**config.mk**
```make
export PLATFORM = sky130hd
export DESIGN_NAME = conv_apb_master
export DESIGN_NICKNAME = d
export VERILOG_FILES = /design/src/rtl/conv_apb_pkg.sv /design/src/rtl/conv_apb_master.sv
export SDC_FILE = /design/constraint.sdc
export NUM_CORES = 1
export LEC_CHECK = 0
export ABC_AREA = 1
export CAP_MARGIN = 20
export CORE_ASPECT_RATIO = 1.2
export CORE_MARGIN = 4
export CORE_UTILIZATION = 30
export CTS_CLUSTER_DIAMETER = 80
export DETAILED_ROUTE_END_ITERATION = 10
export SYNTH_ARGS = -nofsm -noshare
export SYNTH_HDL_FRONTEND = slang
export SYNTH_SLANG_ARGS = --single-unit
```
**constraint.sdc**
```tcl
create_clock -name CLK -period 2.05 [get_ports CLK]
set_input_delay 0.41 -clock CLK [delete_from_list [all_inputs] [get_ports CLK]]
set_output_delay 0.41 -clock CLK [all_outputs]
set_load 0.03 [all_outputs]
```
**src/rtl/conv_apb_pkg.sv**
```systemverilog
// Shared definitions for the conv accelerator APB initiator.
// State encoding and conv register map offsets.
package conv_apb_pkg;

  typedef enum logic [1:0] {
    IDLE   = 2'd0,
    SETUP  = 2'd1,
    ACCESS = 2'd2,
    RESP   = 2'd3
  } apb_state_e;

  localparam logic [31:0] CONV_START_OFFS = 32'h0000_0000;
  localparam logic [31:0] CONV_DONE_OFFS  = 32'h0000_0004;
  localparam logic [31:0] CLK_COUNT_OFFS  = 32'h0000_0008;

endpackage

```
**src/rtl/conv_apb_master.sv**
```systemverilog
// APB initiator for the conv accelerator: single write, read or
// poll-read per request, one transaction outstanding.
module conv_apb_master #(
  parameter int ADDR_WIDTH = 32,
  parameter int DATA_WIDTH = 32,
  parameter int POLL_LIMIT = 1000
) (
  input  logic                  CLK,
  input  logic                  RESETN,
  input  logic                  req_valid,
  output logic                  req_ready,
  input  logic                  req_write,
  input  logic                  req_poll,
  input  logic [ADDR_WIDTH-1:0] req_addr,
  input  logic [DATA_WIDTH-1:0] req_wdata,
  input  logic [DATA_WIDTH-1:0] req_mask,
  output logic                  rsp_valid,
  input  logic                  rsp_ready,
  output logic [DATA_WIDTH-1:0] rsp_rdata,
  output logic                  rsp_err,
  output logic                  rsp_timeout,
  output logic [15:0]           rsp_reads,
  output logic [ADDR_WIDTH-1:0] PADDR,
  output logic                  PSEL,
  output logic                  PENABLE,
  output logic                  PWRITE,
  output logic [DATA_WIDTH-1:0] PWDATA,
  input  logic [DATA_WIDTH-1:0] PRDATA,
  input  logic                  PREADY,
  input  logic                  PSLVERR
);
  import conv_apb_pkg::*;

  localparam logic [15:0] LIMIT = 16'(POLL_LIMIT);

  apb_state_e state_q, state_d;

  logic [ADDR_WIDTH-1:0] addr_q;
  logic [DATA_WIDTH-1:0] wdata_q;
  logic [DATA_WIDTH-1:0] mask_q;
  logic                  write_q;
  logic                  poll_q;
  logic [15:0]           cnt_q;
  logic [DATA_WIDTH-1:0] rdata_q;
  logic                  err_q;
  logic                  tmo_q;

  logic                  accept;
  logic                  done;
  logic                  hit;
  logic [15:0]           cnt_inc;
  logic                  at_limit;
  logic                  retry;
  logic                  tmo;

  assign accept   = req_valid & req_ready;
  assign done     = (state_q == ACCESS) & PREADY;
  assign hit      = ((PRDATA ^ wdata_q) & mask_q) == '0;
  assign cnt_inc  = cnt_q + 16'd1;
  assign at_limit = cnt_inc >= LIMIT;
  assign retry    = poll_q & ~PSLVERR & ~hit & ~at_limit;
  assign tmo      = poll_q & ~PSLVERR & ~hit & at_limit;

  always_comb begin
    state_d = state_q;
    unique case (state_q)
      IDLE:    if (req_valid) state_d = SETUP;
      SETUP:   state_d = ACCESS;
      ACCESS:  if (PREADY) state_d = retry ? SETUP : RESP;
      RESP:    if (rsp_ready) state_d = IDLE;
      default: state_d = IDLE;
    endcase
  end

  always_ff @(posedge CLK or negedge RESETN) begin
    if (!RESETN) state_q <= IDLE;
    else         state_q <= state_d;
  end

  always_ff @(posedge CLK or negedge RESETN) begin
    if (!RESETN) begin
      addr_q  <= '0;
      wdata_q <= '0;
      mask_q  <= '0;
      write_q <= 1'b0;
      poll_q  <= 1'b0;
      cnt_q   <= '0;
      rdata_q <= '0;
      err_q   <= 1'b0;
      tmo_q   <= 1'b0;
    end else begin
      if (accept) begin
        addr_q  <= req_addr;
        wdata_q <= req_wdata;
        mask_q  <= req_mask;
        write_q <= req_write & ~req_poll;
        poll_q  <= req_poll;
        cnt_q   <= '0;
      end
      if (done) begin
        rdata_q <= write_q ? '0 : PRDATA;
        cnt_q   <= cnt_inc;
        err_q   <= PSLVERR | tmo;
        tmo_q   <= tmo;
      end
    end
  end

  // Bus controls decode straight from state so reset drops them at once
  assign req_ready   = (state_q == IDLE);
  assign rsp_valid   = (state_q == RESP);
  assign PSEL        = (state_q == SETUP) | (state_q == ACCESS);
  assign PENABLE     = (state_q == ACCESS);
  assign PADDR       = addr_q;
  assign PWRITE      = write_q;
  assign PWDATA      = wdata_q;
  assign rsp_rdata   = rdata_q;
  assign rsp_err     = err_q;
  assign rsp_timeout = tmo_q;
  assign rsp_reads   = cnt_q;

endmodule
```
Word level (Yosys, flattened, before mapping)
Cells that the tools add are included.

operators by class
  add/subtract/negate cells = 1
  magnitude comparators = 1
  equality and inequality tests = 6
  multiplexer cells = 8
  bitwise logic cells = 15
  reductions and logical operators = 4

operator list
  cell                     number
  $and A32 B32 Y32         1
  $logic_not A32 Y1        1
  $mux W16                 2
  $mux W32                 1
  $xor A32 B32 Y32         1
  $add A16 B1 Y16 const B  1
  $ge A16 B10 Y1 const B   1
  $mux W2                  4
  $pmux W2 S4              1
  $and A1 B1 Y1            7
  $eq A2 B2 Y1 const B     2
  $ne A2 B1 Y1 const B     2
  $not A1 Y1               4
  $reduce_and A3 Y1        1
  $eq A2 B1 Y1 const B     1
  $logic_not A2 Y1         1
  $ne A2 B2 Y1 const B     1
  $or A1 B1 Y1             2
  $reduce_bool A2 Y1       1

word-level totals
  flip-flop bits (word level) = 150
  input port bits = 136

Longest topological paths before layout
  depth in word-level cells = 9
  mapped depth = 12
  mapped depth without buffers = 12

Least setup slack after synthesis
OpenSTA, ideal clock, no wires.

  kind = reg-to-reg
  from = register state_q[0]
  to = register wdata_q[22] (netlist: PWDATA[22])
  arrival = 1.758 ns
  required time = 1.967 ns
  path slack = 0.209 ns
  stages on the path, launching flop included = 9
  clock period less this slack = 1.841 ns
  cell sequence = dfrtp_1 > inv_1 > ha_1 > nand2_1 > inv_1 > clkbuf_1 > buf_2 > nand2_1 > o21ai_0

between the ends
  word-level cells in the longest chain between the ends = 2

ends and longest elaborated chain
  what                    RTL line                source
  from (decl)             conv_apb_master.sv:36   apb_state_e state_q, state_d;
  from (signal assigned)  conv_apb_master.sv:77   else state_q <= state_d;
  $logic_not A2 Y1        conv_apb_master.sv:110  assign req_ready = (state_q == IDLE);
  via req_ready           conv_apb_master.sv:11   output logic req_ready,
  $and A1 B1 Y1           conv_apb_master.sv:56   assign accept = req_valid & req_ready;
  to (signal assigned)    conv_apb_master.sv:94   wdata_q <= req_wdata;
  to (decl)               conv_apb_master.sv:39   logic [DATA_WIDTH-1:0] wdata_q;

The timed path passes the listed nets, and every way through them passes these cells.
A chain may end at the register's enable or synchronous reset.

Worst setup path in the final report
  from = register cnt_q[10] (netlist: rsp_reads[10])
  to = output port rsp_reads[10]

RTL lines
  what                    RTL line                source
  from (decl)             conv_apb_master.sv:43   logic [15:0] cnt_q;
  from (signal assigned)  conv_apb_master.sv:102  cnt_q <= cnt_inc;
  to (decl)               conv_apb_master.sv:22   output logic [15:0] rsp_reads,

No word-level cell between the ends.

==> summary.txt <==
Clock tree
  • H-Tree Depth: 4
  • Sink Count: 150
  • Clock root buffer: clkbuf_16
  • Clk buf depth: 2
  • CTS tree: yes
  • Post-CTS Setup Bufs: 0
  • CTS buffer count: 17
  • Clock transition at the registers of the reported paths: 70 ps
  • Clock latency on the worst-skew pair: 420 ps

Floorplan
  • Rows: 60
  • Die Width: 145.4 um
  • Die area: 25,130 um^2
  • Placeable Area: 22,370 um^2
  • Die Y: 172.9 um
  • Ports: 255
  • Starting density of the core: 0.3037

Synthesis
  • Synth Instances: 855
  • Simple-Gate Fraction of Synth Area: 0.2967
  • Largest family of logic cells by synthesized area: simple AND/OR/NAND/NOR gates
  • Warnings, synthesis: 0
  • Compound-cell area share of the yosys netlist: 0.07164
  • Post-synthesis xor/xnor area fraction: 0.01123
  • Most numerous cell in the Yosys netlist: nand2_1
  • Most used flip-flop cell after synthesis: dfrtp_1
  • Top post-synthesis cells by area: dfrtp_1, nand2_1, inv_1, o21ai_0, nand3_1
  • EDFF count, synth: 0
  • Fraction of registers with async set/reset: 1.000
  • Commonest cells post-synth: nand2_1, dfrtp_1, inv_1
  • Area share of the largest cell type after synthesis: 0.5525
  • #FFs+latches synth: 150
  • Syn nets: 995
  • Seq/Total Area, Yosys: 0.5525
  • Adder-Cell Fraction of Synth Area: 0.007366
  • Syn Area/Cell: 7.946 um^2
  • Mux cell area share after synthesis: 0
  • Mapped cell area: 6794 um^2
  • Post-synth cell types: 25
  • Cell taking the most area after synthesis: dfrtp_1

STA
  • Endpoints failing hold: 0
  • Achievable Freq: 507.7 MHz
  • Rel. slew slack: 0.6599
  • Worst-Margin Slew: 510.1 ps
  • Final setup violation count: 0
  • Worst Skew: 10.78 ps
  • Final worst-path cycle share: 0.9608
  • Post-route worst setup slack: 80.30 ps
  • Pins over their slew limit: 0
  • RSZ-0062 raised after global routing: false
  • Post-route minimum period: 1970 ps

Place
  • Gpl congestion: 0.8272
  • Pre-CTS setup slack: -51.61 ps
  • Detailed Place HPWL: 15,990 um
  • Placed cell areas: 9828 um^2
  • I/O Buffers: 254

Routing
  • DRC: 0
  • DRT iter0 DRCs: 276
  • Vias: 6,314
  • Drt first pass iters: 4
  • Drt via density: 4.475
  • Drt total wl: 21,460 um
  • WL/cell: 15.21 um
  • ANT nets after route: 0

Critical path
  • Critical path's slowest cell: clkdlybuf4s50_1
  • Maximum fanout along the worst path: 6
  • Cell depth of the worst setup path: 1
  • Reg2Reg Depth: 10
  • R2R Setup Slk: 230 ps
  • Critical Path RT: 1640 ps
  • CP bufs+invs: 1
  • Kind of cell adding the most delay to the critical path: buffers and inverters
  • Max incr delay on CP: 710 ps
  • Setup crit end kind: output pin
  • Ordered cell list for the critical path: clkdlybuf4s50_1
  • Worst EP arrival: 1560 ps
  • Crit path kind: reg -> out
  • Startpoint Class: flip-flop

Pwr
  • Switching share of power: 0.4237
  • Psw: 6.688 mW
  • Comb pwr share: 0.468
  • Clock network power share: 0.212
  • P per Cell Area: 1509 nW/um^2
  • Max VDD drop: 0.7389 mV
  • Int Power: 9.097 mW
  • Leakage Power: 5.077 nW
  • Flop pwr share: 0.321

Global route
  • Met1 usage: 0.2012
  • Global route overflow: 0
  • Largest net degree at the start of global routing: 51
  • Vias in the first global route: 6,451
  • Initial antenna violation count: 2
  • Busiest grt layer: met2
  • First-pass GRT wire length: 34,620 um
  • Met2 usage: 0.2997
  • Total track usage: 0.1725
  • Met3 GRT Util: 0.06055

Layout
  • Ratio of cells with drive above 1 in the final layout: 0.06808
  • FILL cells: 2,212
  • Layout area overhead: 53.94%
  • Final instance area: 10,460 um^2
  • NumNets Final: 1,258

Status
  • Status: completed

Hold path
  • WHS Path Cells: 2
  • Hold WC Path Type: reg -> reg

Job
  • Max-cap viol count: 0
==> layout by cell type, fill, tap and decap left out, types with 15 or more instances in the layout <==
| cell | count |
|---|---|
| nand2_1 | 404 |
| clkdlybuf4s50_1 | 242 |
| dfrtp_1 | 150 |
| inv_1 | 72 |
| o21ai_0 | 50 |
| nand3_1 | 45 |
| nor2_1 | 32 |
| o31ai_1 | 25 |
| clkbuf_16 | 17 |
| buf_4 | 15 |
==> cell type report <==
cell class                      instances  area [um^2]  area share
Antenna cell                            1        2.502   0.0002393
Clock buffer                           18        429.2     0.04103
Clock inverter                         14        188.9     0.01806
Inverter                               74        280.3     0.02680
Multi-Input combinational cell        598         2639      0.2523
Sequential cell                       150         3754      0.3589
Tap cell                              279        349.1     0.03338
Timing Repair Buffer                  277         2816      0.2693
==> registers in the layout (all words and copies together) (netlist names), 2 cells and up <==
name and cells:
state_q 2, rsp_reads 16, PWDATA 32, rsp_rdata 32, PADDR 32, mask_q 32
==> worst min-delay path: cells and delay by family (launching register included) <==
family	cells	cell delay [ps]
flip-flops	1	340
AND/OR/NAND/NOR	1	50
AO/OA/AOI/OAI	1	50
==> final timing paths <==
check / from / endpoint
min in group asynchronous: RESETN / PADDR[21]
max reg2reg: rsp_reads[0] / rsp_timeout
max: rsp_reads[10] / rsp_reads[10]
min reg2reg: rsp_rdata[18] / rsp_rdata[18]
max in group asynchronous: RESETN / rsp_rdata[3]
min: rsp_rdata[18] / rsp_rdata[18]
==> through the flow <==
stage	power, mW	cells	setup TNS [ps]	hold WS (ps)	utilization
6_report	15.79	1411	0	477.2	0.4675
4_1_cts	16.02	1410	0	482.5	0.4671
2_1_floorplan	9.198	855	0	114.4	-
3_3_place_gp	12.55	1377	0	400.8	0.4393
5_1_grt	16.83	1411	0	501.5	0.4675
3_5_place_dp	12.62	1377	-103.3	407.1	0.4393
==> routing by layer <==
layer	wire, um	up-vias	share of wire
met5	9	-	0.00042
li1	-	3198	-
met4	442	2	0.021
met2	10600	161	0.49
met3	1467	27	0.068
met1	8936	2926	0.42
==> cell families (layout without fill, tap and decap cells) <==
family / after synthesis / in the layout
flip-flops: 150 / 150
adder cells (fa/ha/maj): 4 / 4
other: 0 / 1
AND/OR/NAND/NOR: 503 / 503
buffers and inverters: 107 / 383
AO/OA/AOI/OAI: 84 / 84
XOR/XNOR: 7 / 7
==> repair_timing <==
action / 4_1_cts / 5_1_grt
hold endpoints to repair: 46 / 0
hold buffers: 1 / 0
endpoints found under the setup margin: 6 / 9
gates resized for setup: 7 / 7
==> power groups by stage <==
stage,Sequential [mW],Combinational (mW),Clock [mW]
after detailed placement,5.09,7.53,0
after CTS,5.08,7.51,3.44
after floorplan,6.76,2.44,0
after global routing,5.25,8.05,3.54
final,5.06,7.38,3.34
after global placement,5.08,7.46,0
Note: power is estimated with default switching activity, not from simulation.
